==> config.mk <==
export PLATFORM = sky130hd
export DESIGN_NAME = mem_stage_access
export DESIGN_NICKNAME = d
export VERILOG_FILES = /design/src/rtl/mem_stage_access.sv
export SDC_FILE = /design/constraint.sdc
export NUM_CORES = 1
export LEC_CHECK = 0
export ABC_AREA = 1
export CAP_MARGIN = 10
export CORE_AREA = 2 2 121 123
export CTS_CLUSTER_DIAMETER = 100
export DETAILED_ROUTE_END_ITERATION = 12
export DIE_AREA = 0 0 123 125
export GPL_TIMING_DRIVEN = 0
export PLACE_DENSITY = 0.8
export SLEW_MARGIN = 40
export SYNTH_ARGS = -nofsm -noshare
export SYNTH_HDL_FRONTEND = slang
export SYNTH_SLANG_ARGS = --single-unit
==> constraint.sdc <==
create_clock -name clk -period 5.9 [get_ports clk]
set_input_delay 0.59 -clock clk [delete_from_list [all_inputs] [get_ports clk]]
set_output_delay 0.59 -clock clk [all_outputs]
set_load 0.01 [all_outputs]
==> src/rtl/mem_stage_access.sv <==
// ============================================================================
// Module   : mem_stage_access
// Purpose  : Memory stage of the 4-stage core. Runs load/store req/ack
//            transactions, stalls upstream while busy, feeds the M/W register.
//            Optional define MEM_TIMEOUT_EN aborts stuck transactions.
// Revision : 1.0  initial release
// ============================================================================
`default_nettype none

module mem_stage_access #(
    parameter int DW      = 32,
    parameter int AW      = 32,
    parameter int TIMEOUT = 15
) (
    input  logic          clk,
    input  logic          reset,
    input  logic          validM,
    input  logic [31:0]   PCM,
    input  logic [3:0]    rdM,
    input  logic [DW-1:0] aluResultM,
    input  logic [DW-1:0] op2M,
    input  logic          isLdM,
    input  logic          isStM,
    input  logic          isWbM,
    input  logic          isCallM,
    output logic          mem_req,
    output logic          mem_we,
    output logic [AW-1:0] mem_addr,
    output logic [DW-1:0] mem_wdata,
    input  logic          mem_ack,
    input  logic [DW-1:0] mem_rdata,
    output logic          stallM,
    output logic          validW,
    output logic          isWbW,
    output logic          isCallW,
    output logic [31:0]   PCW,
    output logic [3:0]    rdW,
    output logic [DW-1:0] resultW,
    output logic          mem_err
);

    localparam logic [0:0] c_IDLE = 1'b0;
    localparam logic [0:0] c_BUSY = 1'b1;

    logic [0:0]    r_state;
    logic          r_req;
    logic          r_we;
    logic [AW-1:0] r_addr;
    logic [DW-1:0] r_wdata;
    logic          r_validW;
    logic          r_isWbW;
    logic          r_isCallW;
    logic [31:0]   r_PCW;
    logic [3:0]    r_rdW;
    logic [DW-1:0] r_resultW;

    logic w_memop;
    logic w_busy;
    logic w_timeout;

    assign w_memop = validM & (isLdM | isStM);
    assign w_busy  = (r_state == c_BUSY);

`ifdef MEM_TIMEOUT_EN
    localparam int c_CW = $clog2(TIMEOUT + 1);

    logic [c_CW-1:0] r_cnt;
    logic            r_err;

    // Fires on the TIMEOUT-th BUSY cycle without ack; a same-cycle ack wins.
    assign w_timeout = w_busy & ~mem_ack & (r_cnt == c_CW'(TIMEOUT - 1));

    always_ff @(posedge clk or posedge reset) begin
        if (reset) begin
            r_cnt <= '0;
            r_err <= 1'b0;
        end else begin
            if (!w_busy)
                r_cnt <= '0;
            else if (!mem_ack)
                r_cnt <= r_cnt + 1'b1;
            if (w_timeout)
                r_err <= 1'b1;
        end
    end

    assign mem_err = r_err;
`else
    logic w_unused_timeout;

    assign w_timeout        = 1'b0;
    assign mem_err          = 1'b0;
    assign w_unused_timeout = (TIMEOUT == 0);
`endif

    // Gated by reset so upstream is released the moment reset hits.
    assign stallM = ~reset & (w_busy ? ~(mem_ack | w_timeout) : w_memop);

    always_ff @(posedge clk or posedge reset) begin
        if (reset) begin
            r_state   <= c_IDLE;
            r_req     <= 1'b0;
            r_we      <= 1'b0;
            r_addr    <= '0;
            r_wdata   <= '0;
            r_validW  <= 1'b0;
            r_isWbW   <= 1'b0;
            r_isCallW <= 1'b0;
            r_PCW     <= '0;
            r_rdW     <= '0;
            r_resultW <= '0;
        end else begin
            case (r_state)
                c_IDLE: begin
                    if (w_memop) begin
                        r_req     <= 1'b1;
                        r_we      <= isStM;
                        r_addr    <= aluResultM[AW-1:0];
                        r_wdata   <= op2M;
                        r_validW  <= 1'b0;
                        r_isWbW   <= 1'b0;
                        r_isCallW <= 1'b0;
                        r_state   <= c_BUSY;
                    end else begin
                        r_validW  <= validM;
                        r_PCW     <= PCM;
                        r_rdW     <= rdM;
                        r_resultW <= aluResultM;
                        r_isWbW   <= validM & isWbM;
                        r_isCallW <= validM & isCallM;
                    end
                end
                c_BUSY: begin
                    if (mem_ack) begin
                        // M inputs are held by the stall, so retire from them directly.
                        r_req     <= 1'b0;
                        r_state   <= c_IDLE;
                        r_validW  <= 1'b1;
                        r_PCW     <= PCM;
                        r_rdW     <= rdM;
                        r_isCallW <= isCallM;
                        r_resultW <= r_we ? aluResultM : mem_rdata;
                        r_isWbW   <= ~r_we & isWbM;
                    end else begin
                        if (w_timeout) begin
                            r_req   <= 1'b0;
                            r_state <= c_IDLE;
                        end
                        r_validW  <= 1'b0;
                        r_isWbW   <= 1'b0;
                        r_isCallW <= 1'b0;
                    end
                end
                default: r_state <= c_IDLE;
            endcase
        end
    end

    assign mem_req   = r_req;
    assign mem_we    = r_we;
    assign mem_addr  = r_addr;
    assign mem_wdata = r_wdata;
    assign validW    = r_validW;
    assign isWbW     = r_isWbW;
    assign isCallW   = r_isCallW;
    assign PCW       = r_PCW;
    assign rdW       = r_rdW;
    assign resultW   = r_resultW;

endmodule

`default_nettype wire

==> summary.txt, run 1 <==
number of buffers added for setup after CTS = 0
sum of overflow across all layers after global routing = 0
detailed-route DRC error count = 0
most used cell, CP = sky130_fd_sc_hd__nor2_1
CTS Buffer Depth = 2
total internal power = 2.38 mW
Clock Skew = 0.0105 ns
antenna violations before repair = 0
Starting Density = 40.0%
nets in the synthesized netlist = 839
unrepaired setup endpoints after global routing = no
area of the core = 0.0142 mm²
main combinational cell family by area after synthesis = simple AND/OR/NAND/NOR gates
startpoint type of the worst setup path = primary input
area growth from synthesis to layout = 64.0%
clock latency at the later pin of the worst-skew pair = 0.42 ns
antenna diode count = 0
number of antenna-violating nets in the routed design = 0
CTS tree = done
Setup CP Type = in -> out
largest net degree at the start of global routing = 71
die extent in y = 125 µm
cell area after placement = 0.00872 mm²
number of vias in the routed layout = 5,548
synthesized area = 0.00568 mm²
routed vias/inst = 4.65
minimum setup slack in the final design = 2.88 ns
Final Hold Fails = 0
GRT Total Usage = 24.0%
global-route wire length before repair = 28,600 µm
nature of the critical path endpoint = output pin
layout net count = 1,136
final non-filler cell area = 0.00932 mm²
number of clock sinks = 138
power share of the clock group = 32.0%
actual slew at the worst max-slew pin = 0.506 ns
number of storage elements in the synthesis netlist = 138
final routed wirelength across all metal layers = 18,100 µm
Worst Hold Class = reg -> reg
simple-gate area share of the yosys netlist = 34.7%
IO Port Bufs = 277
HPWL after detailed placement = 13,300 µm
deepest level of the CTS H-tree = 4
post-layout total power = 3.35 mW
portion of the post-synthesis area used by sequential elements = 60.8%
static leakage = 4.69 nW
power density over the cells = 360 mW/mm²
total net switching power = 0.978 mW
slowest library cell on the worst path = sky130_fd_sc_hd__clkdlybuf4s50_1
Cell Rows = 44
buffers plus inverters on the worst setup path = 3
number of global-route vias before repair = 5,530
final-report setup violation count = 0
total of cells resized after clock tree synthesis = 0
delay of the slowest cell on the worst path = 0.48 ns
required time at the worst-slack endpoint = 5.31 ns
share of cells above drive strength 1 = 6.55%
fin crit share = 51.2%
share of synthesized cell area in full adder, half adder and majority cells = 0%
post-route worst hold slack = 0.468 ns
Seq pwr share = 37.5%
largest vdd supply drop = 201 µV
number of fill cells in the layout = 1,172
Inserted Clock Buffers = 17
minimum clock period = 3.02 ns
worst-case setup slack after placement = 2.82 ns
io pins = 279
highest net fanout along the worst path = 10
Detailed Route Iter0 Violations = 280
synthesized area per cell = 8.13 µm²
DR pass1 iterations = 5
data arrival at the endpoint of the critical path = 2.43 ns
net switching share of the total power = 29.2%
Max Fclk = 331 MHz
max-slew violation count = 0
floorplan die width = 123 µm
full die area = 0.0154 mm²
Gate power share = 30.5%
result of the run = finished clean
Synthesis Warnings = 0
Synth Area in XOR/XNOR = 0%
total negative setup slack = 0 ns
average wire length per cell after detail routing = 15.2 µm
portion of netlist area occupied by mux cells = 0%
relative slew slack = 66.3%
Clock Tree Root = sky130_fd_sc_hd__clkbuf_16
post-synthesis compound-gate area fraction = 0.308%
number of distinct library cells after synthesis = 17
final weighted congestion of routability-driven global placement = 0.838
MaxCap Viol Count = 0
count of mapped cells out of synthesis = 699
critical path's top delay family = buffers and inverters
cell-by-cell trace of the critical path = clkdlybuf4s50_1, nor2_1, nor2_1, nor2_2, buf_2, nor2_1, clkdlybuf4s50_1
clock transition time at the flip-flop clock pins of the worst setup and hold paths = 0.05 ns
cts hold-fix bufs = 0
## worst paths after layout
path	end	slack, ns	cells past startpoint	startpoint
min in group asynchronous	rdW[3]	0.65	2	reset
min	PCW[0]	0.47	2	PCW[0]
max reg2reg	PCW[10]	4.30	6	r_state
max in group asynchronous	resultW[20]	4.56	3	reset
max	stallM	2.88	7	isLdM
min reg2reg	PCW[0]	0.47	2	PCW[0]
## Yosys cell counts (all sizes together)
library cell | n | area (µm²)
nand3 | 36 | 180
a21boi | 1 | 7.51
o21ai | 1 | 5.00
conb | 1 | 3.75
nor2 | 8 | 35.0
clkbuf | 5 | 18.8
a21oi | 1 | 5.00
inv | 7 | 26.3
dfrtp | 138 | 3450
nand2 | 468 | 1760
buf | 33 | 189
## placed cells by master (no fill, tap or decap), drive strengths merged
cell type      synthesis  final
dfrtp                138    138
clkinv                 0      2
nand2                468    468
o21ai                  1      1
clkbuf                 5     30
bufinv                 0      2
nand3                 36     36
clkdlybuf4s50          0    277
buf                   33     34
inv                    7      7
clkinvlp               0      2
nor2                   8      8
a21boi                 1      1
a21oi                  1      1
conb                   1      1
## sequential cells by signal (all words and copies together) (netlist names), 4 cells and up
signal,count
mem_wdata,32
mem_addr,32
PCW,32
resultW,32
rdW,4
## stage by stage
stage / util [%] / cells
after floorplan: - / 699
after global placement: 61.2 / 1160
after detailed placement: 61.4 / 1161
after CTS: 65.6 / 1192
after global routing: 65.6 / 1192
final: 65.6 / 1192
## area by class of cell
class / instances / area, µm² / share of cell area, %
clock inverters: 6 / 85.1 / 0.913
inverters: 7 / 33.8 / 0.362
well taps: 184 / 230 / 2.47
repair buffers: 278 / 2800 / 30.0
plain buffers: 38 / 208 / 2.23
multi-input cells: 516 / 2000 / 21.4
flip-flops and latches: 138 / 3450 / 37.0
clock buffers: 25 / 515 / 5.53
## power by group through the flow
stage	Combinational [mW]	Clock, mW	Sequential, mW
floorplan	0.307	0	1.36
global placement	1.01	0	1.26
detailed placement	1.03	0	1.27
CTS	1.04	1.09	1.26
global route	1.12	1.14	1.28
finish	1.02	1.07	1.26
## logic make-up after synthesis
family	Yosys count
buffers and inverters	45
AO/OA/AOI/OAI	3
other	1
flip-flops	138
AND/OR/NAND/NOR	512
## layer usage
| layer | part of all wire (%) | global-route usage [%] | wire length (µm) | vias up |
|---|---|---|---|---|
| li1 | - | - | - | 2716 |
| met1 | 42 | 29.5 | 7540 | 2590 |
| met2 | 48 | 39.5 | 8700 | 206 |
| met3 | 7.4 | 6.84 | 1340 | 36 |
| met4 | 3.1 | 10.3 | 554 | 0 |
| met5 | 0 | 0 | 0 | - |
## worst min-delay path, cell delays in order, from the launching register on
cell,delay (ns)
sky130_fd_sc_hd__dfrtp_1,0.34
sky130_fd_sc_hd__nand2_1,0.05
sky130_fd_sc_hd__nand2_1,0.05
No activity file was read; power rests on OpenSTA's default activity.
==> inputs of run 2 (changes only) <==
--- a/config.mk
+++ b/config.mk
@@ -7,12 +7,12 @@
 export LEC_CHECK = 0
 export ABC_AREA = 1
 export CAP_MARGIN = 10
-export CORE_AREA = 2 2 121 123
+export CORE_AREA = 2 2 127 129
 export CTS_CLUSTER_DIAMETER = 100
 export DETAILED_ROUTE_END_ITERATION = 12
-export DIE_AREA = 0 0 123 125
+export DIE_AREA = 0 0 129 131
 export GPL_TIMING_DRIVEN = 0
-export PLACE_DENSITY = 0.8
+export PLACE_DENSITY = 0.77
 export SLEW_MARGIN = 40
 export SYNTH_ARGS = -nofsm -noshare
 export SYNTH_HDL_FRONTEND = slang
==> constraint.sdc (replaced) <==
create_clock -name clk -period 2.5 [get_ports clk]
set_input_delay 0.25 -clock clk [delete_from_list [all_inputs] [get_ports clk]]
set_output_delay 0.25 -clock clk [all_outputs]
set_load 0.01 [all_outputs]
==> summary.txt, run 2 (same netlist as run 1, synthesis figures left out) <==
die extent in y = 131 µm
cts hold-fix bufs = 0
final non-filler cell area = 0.00951 mm²
total negative setup slack = 0 ns
static leakage = 4.76 nW
area of the core = 0.0156 mm²
largest net degree at the start of global routing = 26
MaxCap Viol Count = 0
antenna diode count = 0
power density over the cells = 841 mW/mm²
data arrival at the endpoint of the critical path = 1.81 ns
global-route wire length before repair = 28,100 µm
top library cells by usage in the layout, fill and taps aside = sky130_fd_sc_hd__nand2_1, sky130_fd_sc_hd__clkdlybuf4s50_1, sky130_fd_sc_hd__dfrtp_1
deepest level of the CTS H-tree = 4
sum of overflow across all layers after global routing = 0
clock transition time at the flip-flop clock pins of the worst setup and hold paths = 0.06 ns
Max Fclk = 486 MHz
minimum clock period = 2.06 ns
clock latency at the later pin of the worst-skew pair = 0.41 ns
number of fill cells in the layout = 1,343
DR pass1 iterations = 5
result of the run = finished clean
multi-input gate area in the final layout = 0.00201 mm²
final routed wirelength across all metal layers = 18,600 µm
average wire length per cell after detail routing = 15.1 µm
IO Port Bufs = 277
share of cells above drive strength 1 = 7.50%
routed vias/inst = 4.50
minimum setup slack in the final design = 0.443 ns
Clock Tree Root = sky130_fd_sc_hd__clkbuf_16
worst-case setup slack after placement = 0.0715 ns
GRT Total Usage = 21.7%
fin crit share = 82.3%
required time at the worst-slack endpoint = 2.25 ns
area growth from synthesis to layout = 67.4%
number of global-route vias before repair = 5,435
floorplan die width = 129 µm
Setup CP Type = reg -> out
antenna violations before repair = 0
Seq. cell area = 0.00345 mm²
Cell Rows = 46
most common cell after layout, fill and taps aside = sky130_fd_sc_hd__nand2_1
cell area after placement = 0.00889 mm²
number of vias in the routed layout = 5,540
Starting Density = 36.4%
nature of the critical path endpoint = output pin
CTS tree = done
Worst Setup SP = r_state
CTS Buffer Depth = 2
highest net fanout along the worst path = 10
max-slew violation count = 0
Final Hold Fails = 0
final-report setup violation count = 0
actual slew at the worst max-slew pin = 0.551 ns
layout net count = 1,141
Core Util, Final = 61.0%
Inserted Clock Buffers = 17
unrepaired setup endpoints after global routing = no
post-layout total power = 8.00 mW
worst r2r src = r_state
final weighted congestion of routability-driven global placement = 0.837
full die area = 0.0169 mm²
Detailed Route Iter0 Violations = 231
largest vdd supply drop = 408 µV
HPWL after detailed placement = 13,900 µm
relative slew slack = 63.3%
Clock Skew = 0.00736 ns
io pins = 279
detailed-route DRC error count = 0
number of buffers added for setup after CTS = 0
startpoint type of the worst setup path = flip-flop
number of antenna-violating nets in the routed design = 0
number of clock sinks = 138
Worst Hold Class = in -> async
==> run 2: cell types whose count changed in the layout (fill, tap and decap cells not counted), sizes merged <==
cell | previous run | this run
dlymetal6s2s | 0 | 1
buf | 34 | 39
clkinv | 2 | 4
clkbuf | 30 | 23
bufinv | 2 | 3
clkinvlp | 2 | 5
clkdlybuf4s50 | 277 | 276
inv | 7 | 9
==> run 2: critical path, cell delays in order, from the launching register on <==
cell                             delay (ns)
sky130_fd_sc_hd__dfrtp_2               0.46
sky130_fd_sc_hd__inv_2                 0.09
sky130_fd_sc_hd__nand2_1               0.08
sky130_fd_sc_hd__nor2_4                0.14
sky130_fd_sc_hd__nor2_4                0.08
sky130_fd_sc_hd__buf_2                 0.20
sky130_fd_sc_hd__nor2_1                0.16
sky130_fd_sc_hd__dlymetal6s2s_1        0.18
==> run 2: metrics by stage <==
stage,hold WS (ns),std cells
2_1_floorplan,0.360,699
6_report,0.233,1230
3_5_place_dp,0.458,1198
4_1_cts,0.224,1230
3_3_place_gp,0.453,1192
5_1_grt,0.258,1230
==> run 2: worst paths after layout <==
check	to	slack, ns	cells after the start
setup / recovery	stallM	0.44	7
hold / removal	rdW[0]	0.23	2
setup reg to reg	mem_wdata[17]	0.91	6
hold reg to reg	PCW[6]	0.47	2
max in group asynchronous	mem_addr[26]	1.45	5
min in group clk	mem_wdata[1]	0.37	3
==> run 2: layout make-up <==
class | count | area share (%)
clock buffer | 18 | 4.62
timing repair buffer | 283 | 30.8
sequential | 138 | 36.3
buffer | 38 | 2.18
clock inverter | 14 | 1.79
tap | 216 | 2.84
inverter | 7 | 0.316
multi-input combinational | 516 | 21.1
==> run 2: where the power goes <==
group	switching, mW	internal, mW
Sequential	0.261	2.71
Clock	0.995	1.60
Combinational	1.14	1.30
Total	2.39	5.61
==> run 2: routing by layer <==
layer / vias to the layer above / track usage (%) / share of wire, %
met5: - / 0 / 0
met2: 225 / 35.9 / 48
met1: 2541 / 26.5 / 42
li1: 2735 / - / -
met4: 0 / 9.46 / 2.9
met3: 39 / 6.47 / 6.9
==> run 2: what timing repair did <==
action                                  in CTS  in global routing
pin swaps                                    0                  0
endpoints found under the setup margin       1                  1
gates resized for setup                      4                  1
